File: src/rtl/bypass_pkg.sv
// Shared types for the execute-stage bypass unit: operand-source encoding and pipeline entry.
// Combinational helpers only; no latency, no backpressure.
// Entry widths follow BP_DWIDTH/BP_RWIDTH; module parameters default to these.
package bypass_pkg;

    localparam int BP_DWIDTH = 32;
    localparam int BP_RWIDTH = 5;

    typedef enum logic [1:0] {
        FWD_RF    = 2'b00,
        FWD_EXMEM = 2'b01,
        FWD_MEMWB = 2'b10
    } fwd_sel_e;

    typedef struct packed {
        logic                 valid;
        logic                 regwren;
        logic                 is_load;
        logic [BP_RWIDTH-1:0] rd;
        logic [BP_DWIDTH-1:0] data;
    } stage_entry_t;

    // x0 is never a real producer, so an rd of zero can never match.
    function automatic logic entry_matches(input stage_entry_t e, input logic [BP_RWIDTH-1:0] rs);
        return e.valid & e.regwren & (e.rd != '0) & (e.rd == rs);
    endfunction

endpackage

File: src/rtl/operand_fwd_mux.sv
// Per-operand source select: EX/MEM over MEM/WB over register file, flags unresolvable RAW.
// Purely combinational; hazard asks upstream to hold the consumer (BYPASS_WB_STAGE_EN enables MEM/WB forwarding).
// No backpressure of its own.
module operand_fwd_mux
    import bypass_pkg::*;
#(
    parameter int DWIDTH = BP_DWIDTH,
    parameter int RWIDTH = BP_RWIDTH
) (
    input  logic [RWIDTH-1:0] rs,
    input  logic [DWIDTH-1:0] rf_data,
    input  stage_entry_t      exmem,
    input  stage_entry_t      memwb,
    output logic [DWIDTH-1:0] op,
    output fwd_sel_e          sel,
    output logic              hazard
);

    logic ex_hit;
    logic wb_hit;
    logic unused_memwb_is_load;

    assign ex_hit               = entry_matches(exmem, rs);
    assign wb_hit               = entry_matches(memwb, rs);
    assign unused_memwb_is_load = memwb.is_load;

    always_comb begin
        sel    = FWD_RF;
        hazard = 1'b0;
        if (ex_hit) begin
            // Load data is not back from memory yet; only a one-cycle bubble helps.
            if (exmem.is_load) begin
                hazard = 1'b1;
            end else begin
                sel = FWD_EXMEM;
            end
        end else if (wb_hit) begin
`ifdef BYPASS_WB_STAGE_EN
            sel = FWD_MEMWB;
`else
            hazard = 1'b1;
`endif
        end
    end

    always_comb begin
        case (sel)
            FWD_EXMEM: op = exmem.data;
            FWD_MEMWB: op = memwb.data;
            default:   op = rf_data;
        endcase
    end

endmodule

File: src/rtl/ex_bypass_unit.sv
// Execute-stage bypass: EX/MEM and MEM/WB result registers, RF writeback, operand forwarding, hazard flag.
// Forwardable 1 cycle after EX (EX/MEM), 2 cycles after (MEM/WB); RF written at the end of MEM/WB.
// stall_i holds both registers and suppresses writeback; hazard_o does not hold this unit. Option: BYPASS_WB_STAGE_EN.
module ex_bypass_unit
    import bypass_pkg::*;
#(
    parameter int DWIDTH = BP_DWIDTH,
    parameter int RWIDTH = BP_RWIDTH
) (
    input  logic              clk,
    input  logic              reset_n,
    input  logic              stall_i,
    input  logic              ex_valid_i,
    input  logic              ex_regwren_i,
    input  logic              ex_is_load_i,
    input  logic [RWIDTH-1:0] ex_rd_i,
    input  logic [DWIDTH-1:0] ex_res_i,
    input  logic [DWIDTH-1:0] mem_rdata_i,
    input  logic [RWIDTH-1:0] ex_rs1_i,
    input  logic [RWIDTH-1:0] ex_rs2_i,
    input  logic [DWIDTH-1:0] rf_rs1_data_i,
    input  logic [DWIDTH-1:0] rf_rs2_data_i,
    output logic [DWIDTH-1:0] op1_o,
    output logic [DWIDTH-1:0] op2_o,
    output logic [1:0]        fwd_sel1_o,
    output logic [1:0]        fwd_sel2_o,
    output logic              hazard_o,
    output logic              wb_valid_o,
    output logic [RWIDTH-1:0] wb_rd_o,
    output logic [DWIDTH-1:0] wb_data_o
);

    stage_entry_t exmem_q, exmem_d;
    stage_entry_t memwb_q, memwb_d;
    fwd_sel_e     sel1, sel2;
    logic         hazard1, hazard2;

    always_comb begin
        exmem_d         = '{valid:   ex_valid_i,
                            regwren: ex_regwren_i,
                            is_load: ex_is_load_i,
                            rd:      ex_rd_i,
                            data:    ex_res_i};
        // Loads pick up their memory data on the way into MEM/WB.
        memwb_d         = exmem_q;
        memwb_d.data    = exmem_q.is_load ? mem_rdata_i : exmem_q.data;
    end

    always_ff @(posedge clk or negedge reset_n) begin
        if (!reset_n) begin
            exmem_q <= '0;
            memwb_q <= '0;
        end else if (!stall_i) begin
            exmem_q <= exmem_d;
            memwb_q <= memwb_d;
        end
    end

    assign wb_valid_o = memwb_q.valid & memwb_q.regwren & (memwb_q.rd != '0) & ~stall_i;
    assign wb_rd_o    = memwb_q.rd;
    assign wb_data_o  = memwb_q.data;

    operand_fwd_mux #(.DWIDTH(DWIDTH), .RWIDTH(RWIDTH)) u_fwd_rs1 (
        .rs      (ex_rs1_i),
        .rf_data (rf_rs1_data_i),
        .exmem   (exmem_q),
        .memwb   (memwb_q),
        .op      (op1_o),
        .sel     (sel1),
        .hazard  (hazard1)
    );

    operand_fwd_mux #(.DWIDTH(DWIDTH), .RWIDTH(RWIDTH)) u_fwd_rs2 (
        .rs      (ex_rs2_i),
        .rf_data (rf_rs2_data_i),
        .exmem   (exmem_q),
        .memwb   (memwb_q),
        .op      (op2_o),
        .sel     (sel2),
        .hazard  (hazard2)
    );

    assign fwd_sel1_o = sel1;
    assign fwd_sel2_o = sel2;
    assign hazard_o   = hazard1 | hazard2;

endmodule

File: config.mk
export PLATFORM = sky130hd
export DESIGN_NAME = ex_bypass_unit
export DESIGN_NICKNAME = d
export VERILOG_FILES = /design/src/rtl/bypass_pkg.sv /design/src/rtl/operand_fwd_mux.sv /design/src/rtl/ex_bypass_unit.sv
export SDC_FILE = /design/constraint.sdc
export NUM_CORES = 1
export LEC_CHECK = 0
export CORE_ASPECT_RATIO = 1.25
export CORE_MARGIN = 8
export CORE_UTILIZATION = 29
export DETAILED_ROUTE_END_ITERATION = 7
export SETUP_SLACK_MARGIN = 0.3
export SYNTH_ARGS = -nofsm -noshare
export SYNTH_HDL_FRONTEND = slang
export SYNTH_HIERARCHICAL = 1
export SYNTH_SLANG_ARGS = --single-unit
File: constraint.sdc
create_clock -name clk -period 2.4 [get_ports clk]
set_input_delay 0.48 -clock clk [delete_from_list [all_inputs] [get_ports clk]]
set_output_delay 0.48 -clock clk [all_outputs]
set_load 0.01 [all_outputs]
# Yosys cells after proc, flatten, opt, wreduce, memory -nomap -nowiden
# Index checks and enable logic that the tools add are counted.
[op_classes]
n_addsub = 0
n_mul = 0
div = 0
n_lt_le_gt_ge = 0
eq_ne = 8
shifts = 0
mux = 11
n_bitwise = 11
reduce_logical = 2
[op_table]
columns = ["operator", "count"]
rows = [
  ["32-bit case mux with 2 select lines", 2],
  ["32-bit two-way mux", 1],
  ["5-bit equality test", 4],
  ["5-bit nonzero test", 2],
  ["1-bit AND", 9],
  ["1-bit two-way mux", 6],
  ["2-bit by 1-bit equality test with 1-bit output (second input constant)", 2],
  ["2-bit equality test (second input constant)", 2],
  ["2-bit two-way mux", 2],
  ["1-bit NOT", 1],
  ["1-bit OR", 1],
]
[word_totals]
ff_bits = 79
latch_bits = 0
ramBits = 0
romBits = 0
inputBits = 149
wordCells = 41
mem_count = 0

# Logic depth before layout (Yosys ltp)
[logic_depth]
word_depth = 6
depth_mapped = 5
ltp_nobuf = 5

# Hierarchy
# The synthesis kept the hierarchy.
[by_module_without_submodules]
columns = ["module", "instances", "cells_per_inst", "area_each_um2"]
rows = [
  ["ex_bypass_unit", 1, 283, 3632.2],
  ["operand_fwd_mux", 2, 62, 703.2],
]

# Worst setup path after synthesis
# No wires, ideal clock.
[synth_timing]
path_type = "input to output"
start = "input ex_rs1_i[2]"
end = "output op1_o[22]"
t_arrival_ps = 1764
required_ps = 1920
slack_ps = 156
cell_stages = 5
path_buffers = 1
path_cell_list = "xnor2_1 -> o2111ai_1 -> nor4_4 -> buf_6 -> mux2_4"
[synth_via]
elab_chain_len = 5
word_cells_on_any_way = 6
classes_between = "eq/ne: 3; mux: 2; bitwise: 1"
[synth_lines]
columns = ["item", "line_no", "text"]
rows = [
  ["start: declaration", "ex_bypass_unit.sv:19", "input logic [RWIDTH-1:0] ex_rs1_i,"],
  ["5-bit equality test *", "bypass_pkg.sv:25", "return e.valid & e.regwren & (e.rd != '0) & (e.rd == rs);"],
  ["1-bit AND *", "bypass_pkg.sv:25", ""],
  ["2-bit two-way mux *", "operand_fwd_mux.sv:30", "if (ex_hit) begin"],
  ["via fwd_sel1_o[0]", "ex_bypass_unit.sv:25", "output logic [1:0] fwd_sel1_o,"],
  ["2-bit equality test or 2-bit by 1-bit equality test with 1-bit output (tied branches)", "operand_fwd_mux.sv:47", "case (sel)"],
  ["32-bit case mux with 2 select lines *", "operand_fwd_mux.sv:47", ""],
  ["end: declaration", "ex_bypass_unit.sv:23", "output logic [DWIDTH-1:0] op1_o,"],
]
# Mark *: on every way through the listed nets, which the timed path passes. The rest lies on a longest branch.

# Worst setup path after layout
[layout_timing]
start = "input ex_rs1_i[0]"
end = "output op1_o[11]"
[layout_via]
elab_chain_len = 5
word_cells_on_any_way = 6
classes_between = "eq/ne: 3; mux: 2; bitwise: 1"
[layout_lines]
columns = ["item", "line_no"]
rows = [
  ["5-bit equality test *", "bypass_pkg.sv:25"],
  ["1-bit AND *", "bypass_pkg.sv:25"],
  ["2-bit two-way mux *", "operand_fwd_mux.sv:30"],
  ["2-bit equality test or 2-bit by 1-bit equality test with 1-bit output (tied branches)", "operand_fwd_mux.sv:47"],
  ["32-bit case mux with 2 select lines *", "operand_fwd_mux.sv:47"],
]
# Every way passes the cells marked *; elsewhere a longest branch is shown, timed or not.

==> impl_metrics.ini <==
[grt]
grt_pass1_vias = 4398
grt_antenna_before_repair = 0
grt_max_degree = 112
grt_usage_pct = 15.90
grt_pass1_wl_mm = 26.50
grt-ovfl-total = 0

[sta]
max_freq_mhz = 341.7
clock-skew-final_ns = 0.009203
report.final.slew_viol_count = 0
finalHoldViolCount = 0
period_needed_ns = 2.927
rsz0062_at_grt = true
fin_crit_sh_pct = 122.0
final.setup.worst_slack_ns = -0.5269
setup_viol = 67
slew_headroom_pct = 56.79
timing.hold.ws_ns = 0.1374
worst_slew_pin_slew_ns = 0.6481
finalSetupTns_ns = -29.21

[cells_and_area]
register_area_um2 = 1986
antenna_cells = 0
n_fill_cell = 1533
fin_util_pct = 49.89
fin_nets = 805
multiInputGateArea_um2 = 2644
drive_gt1_share_pct = 40.54
syn2layout_area_growth_pct = 67.98
design_area_um2 = 8403
final_cells = 881

[place]
detailed_place_hpwl_mm = 12.89
dp.cells = 845
placed_area_um2 = 7589
pre_cts_ws_ns = -0.9643
gp_congestion = 0.7738
port_buffers = 253

[logic_synthesis]
avgSynthCellArea_um2 = 12.35
syn_area_um2 = 5002
synth.net_count = 554
synthCells = 405
yosys_warnings = 6

[power_and_ir_drop]
cellPowerDensity_nw_per_um2 = 524.6
power_mw = 4.408
ir_worst_vdd_uv = 368.9
p_leak_nw = 3.682

[worst_setup_path]
crit_required_ns = 1.92
critPathKind = input port to output port
reg2regPathDepth = 3
crit_top_cell = buf_6
critPathMaxFanout = 5
critical_path.endpoint_type = output port
crit_chain = dlygate4sd2_1 -> or4_4 -> o211ai_4 -> nor4_4 -> buf_6 -> buf_12 -> buf_16 -> mux2_4 -> buf_6
arrival_ns = 2.45
cp-start-kind = input port
slowest_stage = or4_4
max_stage_delay_ns = 0.55

[route]
drt-total-wl_mm = 17.80
drcViolationCount = 0
routed-via-count = 3983
ant_nets = 0
dr.pass1.iters = 4
wl_per_cell_um = 20.20
viasPerCell = 4.521
dr.first_iter.drc_count = 186

[floorplanning]
num_rows = 53
ios = 256
core_um2 = 16840
chipWidth_um = 133.5
initial_core_util_pct = 29.70
die_h_um = 162.8
die_area_um2 = 21730

[clocking]
cts-htree-levels = 3
cts_tree = yes
cts_root_buffer = clkbuf_16
path_clk_slew_ns = 0.06
cts.sinks = 79
insertion_delay_ns = 0.34
numCtsBuffers = 9
clockBufferDepth = 2

[run]
maxCapViolCount = 0

[status]
status = complete, but fails checks
violations = negative setup slack

[hold_path]
holdCritPathClass = input port to async pin
==> layout make-up <==
class / count / area share (%)
inverters: 6 / 0.2680
repair buffers: 302 / 37.72
clock inverters: 4 / 0.8338
clock buffers: 12 / 2.814
well taps: 220 / 3.276
multi-input cells: 258 / 31.46
flip-flops and latches: 79 / 23.63
==> power breakdown <==
part	total (mW)	leakage (nW)	internal [mW]	switching, mW
Sequential	1.66	0.933	1.49	0.161
Combinational	1.31	2.60	0.827	0.487
Clock	1.44	0.151	0.909	0.529
Total	4.41	3.68	3.23	1.18
==> routing by layer <==
| layer | routed length (um) | vias up | share of wire [%] | track usage [%] |
|---|---|---|---|---|
| met2 | 9778 | 127 | 55 | 28.93 |
| met1 | 6435 | 1935 | 36 | 16.66 |
| li1 | - | 1885 | - | - |
| met3 | 921 | 36 | 5.2 | 3.796 |
| met4 | 659 | 0 | 3.7 | 8.286 |
| met5 | 0 | - | 0 | 0 |
==> timing repair <==
| action | CTS | global route |
|---|---|---|
| cloned | 6 | 0 |
| endpoints found under the setup margin | 68 | 67 |
| resized for setup | 379 | 15 |
| hold buffers | 0 | 0 |
| pin swaps | 10 | 7 |
| buffers inserted | 13 | 1 |
==> registers in the layout (all words and copies together), names as in the netlist <==
name,cells
memwb_q,2
wb_data_o,32
wb_rd_o,5
exmem_q,40
==> critical path, delay by kind of cell <==
| kind | cells | cell delay, ns |
|---|---|---|
| and+or+nand+nor | 2 | 0.61 |
| muxes | 1 | 0.30 |
| buffers and inverters | 5 | 0.82 |
| AOI/OAI and AO/OA | 1 | 0.22 |
==> cell usage in the layout, fill, tap and decap left out, types with 2 or more instances in the layout <==
cell type and instances:
buf_12 5, buf_6 69, nor4_1 2, xnor2_2 6
clkbuf_1 3, buf_4 30, o2111ai_1 2, clkdlybuf4s50_1 175
mux2_4 76, mux2_2 35, bufinv_16 2, or4_4 2
buf_8 3, nor4_4 2, a21oi_1 3, clkbuf_16 9
nand2b_1 2, o211ai_4 2, buf_2 5, mux2i_1 34
xor2_1 6, nand2_2 2, dfrtp_2 7, dfrtp_1 72
clkinv_2 2, conb_1 2, o21ai_0 32, nand2_1 34
buf_16 6, nor3_1 3, xnor2_1 4, nor2_1 3
dlygate4sd2_1 8, inv_1 6
==> final timing paths <==
kind | from | end | slack [ns]
min in group clk | wb_data_o[8] | wb_data_o[8] | 0.48
min | reset_n | wb_rd_o[2] | 0.14
min reg2reg | wb_data_o[8] | wb_data_o[8] | 0.48
max in group asynchronous | reset_n | exmem_q[0] | 1.64
max reg2reg | exmem_q[37] | wb_data_o[0] | 0.83
max | ex_rs1_i[0] | op1_o[11] | -0.53
Note: power is estimated with default switching activity, not from simulation.
